[config.mk]
export PLATFORM = sky130hd
export DESIGN_NAME = hazard_ctrl
export DESIGN_NICKNAME = d
export VERILOG_FILES = /design/src/rtl/hazard_ctrl.sv
export SDC_FILE = /design/constraint.sdc
export NUM_CORES = 1
export LEC_CHECK = 0
export CORE_UTILIZATION = 32
export DETAILED_ROUTE_END_ITERATION = 12
export GPL_ROUTABILITY_DRIVEN = 0
export PLACE_DENSITY = 0.81
export SLEW_MARGIN = 5
export SYNTH_ARGS = -nofsm -noshare
export SYNTH_HDL_FRONTEND = slang
export SYNTH_SLANG_ARGS = --single-unit
[constraint.sdc]
create_clock -name clk -period 1.71 [get_ports clk]
set_input_delay 0.2565 -clock clk [delete_from_list [all_inputs] [get_ports clk]]
set_output_delay 0.2565 -clock clk [all_outputs]
set_load 0.05 [all_outputs]
[src/rtl/hazard_ctrl.sv]
// hazard_ctrl: hazard detection and multi-cycle sequencing for the 5-stage MIPS core.
//
// Purpose:
//   - Detects load-use, branch-operand and mul/div-occupancy stalls.
//   - Generates D- and E-stage forwarding selects.
//   - Flushes IF/ID on taken branches and jumps.
//   - Tracks the multi-cycle mul/div unit with a small counter FSM.
//
// Ports:
//   clk, rst                       clock (rising edge), async active-high reset
//   rsD, rtD, rsE, rtE             source register indices (D and E stages)
//   writeRegE/M/W, regWriteE/M/W   destination index and write enable per stage
//   memToRegE/M                    stage holds a load
//   branchD, takenD, jumpD         D-stage control-flow info
//   mdStartE, mdUseD               mul/div issue (E) and HI/LO consumer (D)
//   stallF, stallD, flushD, flushE pipeline register controls
//   forwardAD/BD, forwardAE/BE     forwarding selects (AE/BE: 00 rf, 01 W, 10 M)
//   mdBusy, mdDone                 mul/div running / one-cycle completion pulse
//   stallCnt                       stall-cycle counter
//
// Optional feature: define HAZARD_STATS_EN to build the saturating stall-cycle
// counter. When it is undefined, stallCnt is tied to 0 and no counter flops exist.
module hazard_ctrl #(
  parameter int REG_ADDR_W = 5,
  parameter int MD_LATENCY = 32,
  parameter int CNT_W      = 6
) (
  input  logic                  clk,
  input  logic                  rst,
  input  logic [REG_ADDR_W-1:0] rsD,
  input  logic [REG_ADDR_W-1:0] rtD,
  input  logic [REG_ADDR_W-1:0] rsE,
  input  logic [REG_ADDR_W-1:0] rtE,
  input  logic [REG_ADDR_W-1:0] writeRegE,
  input  logic [REG_ADDR_W-1:0] writeRegM,
  input  logic [REG_ADDR_W-1:0] writeRegW,
  input  logic                  regWriteE,
  input  logic                  regWriteM,
  input  logic                  regWriteW,
  input  logic                  memToRegE,
  input  logic                  memToRegM,
  input  logic                  branchD,
  input  logic                  takenD,
  input  logic                  jumpD,
  input  logic                  mdStartE,
  input  logic                  mdUseD,
  output logic                  stallF,
  output logic                  stallD,
  output logic                  flushD,
  output logic                  flushE,
  output logic                  forwardAD,
  output logic                  forwardBD,
  output logic [1:0]            forwardAE,
  output logic [1:0]            forwardBE,
  output logic                  mdBusy,
  output logic                  mdDone,
  output logic [31:0]           stallCnt
);

  localparam logic [1:0] IDLE = 2'd0;
  localparam logic [1:0] BUSY = 2'd1;
  localparam logic [1:0] DONE = 2'd2;

  localparam logic [CNT_W-1:0] CNT_LOAD = CNT_W'(MD_LATENCY - 1);

  logic [1:0]       state;
  logic [CNT_W-1:0] cnt;

  // Register 0 is hard-wired, so it never produces a dependency.
  function automatic logic hit(input logic [REG_ADDR_W-1:0] dst,
                               input logic [REG_ADDR_W-1:0] src);
    return (dst != '0) && (dst == src);
  endfunction

  logic lw_stall, br_stall, md_stall, stall;
  logic e_hits_d, m_hits_d;

  assign e_hits_d = hit(writeRegE, rsD) || hit(writeRegE, rtD);
  assign m_hits_d = hit(writeRegM, rsD) || hit(writeRegM, rtD);

  assign lw_stall = memToRegE && regWriteE && e_hits_d;
  // Branches compare in D, so an ALU result still in E or a load in M is not yet usable.
  assign br_stall = branchD && ((regWriteE && e_hits_d) || (memToRegM && m_hits_d));
  // mdStartE counts as busy so a consumer directly behind the issuing op also waits.
  assign md_stall = mdUseD && (mdBusy || mdStartE);
  assign stall    = lw_stall || br_stall || md_stall;

  assign stallF = stall;
  assign stallD = stall;
  assign flushE = stall;
  // A stalled branch re-evaluates next cycle, so it must not flush yet.
  assign flushD = (takenD || jumpD) && !stall;

  assign forwardAD = regWriteM && hit(writeRegM, rsD);
  assign forwardBD = regWriteM && hit(writeRegM, rtD);

  always_comb begin
    forwardAE = 2'b00;
    if (regWriteM && hit(writeRegM, rsE))      forwardAE = 2'b10;
    else if (regWriteW && hit(writeRegW, rsE)) forwardAE = 2'b01;
  end

  always_comb begin
    forwardBE = 2'b00;
    if (regWriteM && hit(writeRegM, rtE))      forwardBE = 2'b10;
    else if (regWriteW && hit(writeRegW, rtE)) forwardBE = 2'b01;
  end

  // Mul/div occupancy: BUSY lasts MD_LATENCY cycles, DONE lasts one. A start
  // seen in DONE reloads directly so back-to-back ops have no idle gap.
  always_ff @(posedge clk or posedge rst) begin
    if (rst) begin
      state <= IDLE;
      cnt   <= '0;
    end else begin
      case (state)
        IDLE: if (mdStartE) begin
          state <= BUSY;
          cnt   <= CNT_LOAD;
        end
        BUSY: if (cnt == '0) state <= DONE;
              else           cnt   <= cnt - CNT_W'(1);
        DONE: if (mdStartE) begin
          state <= BUSY;
          cnt   <= CNT_LOAD;
        end else begin
          state <= IDLE;
        end
        default: begin
          state <= IDLE;
          cnt   <= '0;
        end
      endcase
    end
  end

  assign mdBusy = (state == BUSY);
  assign mdDone = (state == DONE);

`ifdef HAZARD_STATS_EN
  logic [31:0] stat_q;

  // Saturates rather than wraps so a long run never reports a small count.
  always_ff @(posedge clk or posedge rst) begin
    if (rst)                         stat_q <= '0;
    else if (stallD && stat_q != '1) stat_q <= stat_q + 32'd1;
  end

  assign stallCnt = stat_q;
`else
  assign stallCnt = '0;
`endif

endmodule

==> flow_summary_export.csv <==
group,metric,value,unit
global_routing,grt_start_max_net_pins,12,
detailed_routing,ant_nets,0,
sta,timing.fmax,518,MHz
sta,period_minus_slack,1.93,ns
clock_network,clk_pin_slew,0.04,ns
power,power_density,733,nW/um^2
clock_network,cts_root_buf,"clkbuf_8",
detailed_routing,vias,1412,
worst_setup_path,r2r-start,"cnt[0]$_DFFE_PP0P_",
place,place_area,2240,sq um
power,leakage,1.15,nW
sta,fin_setup_tns,-1.02,ns
detailed_routing,viasPerCell,4.61,
worst_setup_path,r2r_cells,8,
floorplan,io_pins,91,
global_routing,antenna_found_initial,1,
clock_network,cts.hold.buffers_added,0,
global_routing,grt_pass1_vias,1493,
worst_setup_path,start_kind,"primary input",
sta,drv_slew,0,
detailed_routing,drc,0,
finish,fin_area,2480,sq um
finish,multi_input_area,1180,sq um
logic_synthesis,ys_ff_latch,8,
detailed_routing,wl_per_cell,14.2,um
clock_network,cts_sinks,8,
logic_synthesis,avgSynthCellArea,7.62,sq um
worst_setup_path,rrSetupSlack,0.06,ns
sta,post-route-period-util,113,%
place,portBuffers,58,
clock_network,cts_buffers,3,
status,violations,"setup timing",
global_routing,grt-ovfl-total,0,
floorplan,dieArea,4180,sq um
logic_synthesis,syn-cell-area,1260,sq um
floorplan,start_util,33.8,%
clock_network,cts_tree,"done",
worst_setup_path,critPathArrivalTime,1.68,ns
floorplan,die_w,64.7,um
sta,setup_ws,-0.222,ns
clock_network,h-tree-depth,1,
detailed_routing,drtIter0Drc,39,
worst_hold_path,hp-class,"in -> async",
finish,final_common_cell,"buf_4",
detailed_routing,drt_first_pass_iters,4,
clock_network,insertion_delay,0.22,ns
floorplan,die_y,64.7,um
power,max-vdd-ir-drop,0.321,mV
sta,final_hold_viol_count,0,
floorplan,core,3720,sq um
worst_setup_path,crit_required,1.45,ns
worst_setup_path,r2r_end,"cnt[3]$_DFFE_PP0P_",
global_routing,grt_pass1_wl,6820,um
logic_synthesis,synth_sequential_area_ratio,15.9,%
global_routing,grt_usage,21.5,%
sta,rsz0062_at_grt,"yes",
finish,regArea,200,sq um
place,dp_hpwl,3250,um
worst_setup_path,cp-endpoint,"stallD",
finish,layout_common_cells,"33 x buf_4, 32 x conb_1, 20 x xor2_1, 14 x buf_6, 13 x buf_12",
finish,post_route_cells_drive_above_1_share,49.0,%
clock_network,clock_path_buffers,2,
logic_synthesis,synth_cell_types,29,
finish,syn_to_final_growth,97.5,%
finish,fill_cells,289,
logic_synthesis,yosys_warnings,0,
floorplan,num_rows,22,
logic_synthesis,synth_cells,165,
worst_setup_path,crit_type,"in -> out",
finish,fin_nets,308,
detailed_routing,wl,4360,um
worst_setup_path,critical_path.startpoint,"writeRegE[1]",
status,status,"finished, violations left",
worst_setup_path,crit_path_max_fanout,3,
worst_setup_path,end_kind,"output pin",
sta,finalSetupViolCount,6,
job,maxCapViolCount,0,
sta,clock_skew,0.00344,ns
==> worst max-delay path, cell delays in order <==
cell      delay [ns]
buf_8           0.09
or4_4           0.54
o221ai_4        0.18
a21oi_4         0.05
or3_4           0.38
buf_12          0.17
==> cell usage after synthesis <==
master	n	share of area [%]
clkbuf_1	5	1.5
conb_1	1	0.30
a21o_1	4	2.4
dfrtp_1	8	16
xnor2_1	14	9.8
nor4_1	6	3.0
buf_4	34	20
nand3_1	8	3.2
or4_1	4	2.4
nand2_1	5	1.5
buf_1	1	0.30
a21oi_1	8	3.2
nor3_1	5	2.0
nand3b_1	1	0.60
nor2b_1	2	0.99
nor2_1	10	3.0
or3_1	1	0.50
nor4b_1	1	0.70
o21ai_0	5	2.0
o221ai_1	1	0.70
ha_1	2	2.0
nand2b_1	1	0.50
a31oi_1	1	0.50
inv_1	7	2.1
o31ai_1	1	0.60
nor4bb_1	1	0.80
o21a_1	1	0.60
a2bb2oi_1	1	0.70
xor2_1	26	18
==> where the power goes <==
part / internal (mW) / switching (mW)
clock: 0.152 / 0.0700
combinational: 0.572 / 0.689
sequential: 0.265 / 0.0723
total: 0.988 / 0.831
==> flip-flops by register name, summed over array words and instances (netlist names) <==
name	count
cnt	6
state	2
==> per-stage QoR <==
stage | worst slack (ns) | total power, mW | std cells | hold slack (ns) | utilization (%)
final | -0.222 | 1.82 | 306 | 0.282 | 66.8
after global routing | -0.257 | 1.95 | 306 | 0.303 | 66.8
after CTS | -0.239 | 1.76 | 303 | 0.304 | 64.5
after detailed placement | -0.806 | 1.49 | 299 | 0.481 | 60.2
after global placement | -0.735 | 1.46 | 299 | 0.475 | 60.2
after floorplan | -0.305 | 1.08 | 196 | 0.0722 | -
==> per-layer routing <==
metal  share of wire, %  wire length [um]  vias to the layer above  track usage, %
li1                   -                 -                      665               -
met1                 37              1620                      670            22.9
met2                 55              2410                       65            41.8
met3                3.5               151                       12            1.94
met4                3.9               170                        0            10.0
met5                  0                 0                        -               0
==> area by class of cell <==
type                       count  area share [%]
timing repair buffer          98            39.0
inverter                       7            1.21
multi-input combinational    141            47.6
antenna                        1           0.101
sequential                     8            8.06
tap                           48            2.42
clock buffer                   3            1.66
==> how the worst min path moves through the flow <==
stage | from | end | cells after the start
global placement | cnt[5]$_DFFE_PP0P_ | cnt[5]$_DFFE_PP0P_ | 1
global route | rst | cnt[2]$_DFFE_PP0P_ | 2
floorplan | rst | cnt[0]$_DFFE_PP0P_ | 1
detailed placement | cnt[5]$_DFFE_PP0P_ | cnt[5]$_DFFE_PP0P_ | 1
CTS | rst | cnt[2]$_DFFE_PP0P_ | 2
finish | rst | cnt[2]$_DFFE_PP0P_ | 2
==> logic make-up (layout without fill, tap and decap cells) <==
group                    after synthesis  in the layout  synth area share [%]
buffers and inverters                 47            108                  24.2
AND/OR/NAND/NOR                       45             45                  19.1
XOR/XNOR                              40             40                  27.9
AO/OA/AOI/OAI                         22             22                  10.6
flip-flops                             8              8                  15.9
adder cells (fa/ha/maj)                2              2                  1.99
other                                  1             33                 0.298
==> timing repair <==
action                     CTS  global route
setup endpoints to repair   14            12
setup buffers                1             2
pin swaps                   29            18
resized for setup          138            34
(Power assumes the default switching activity.)
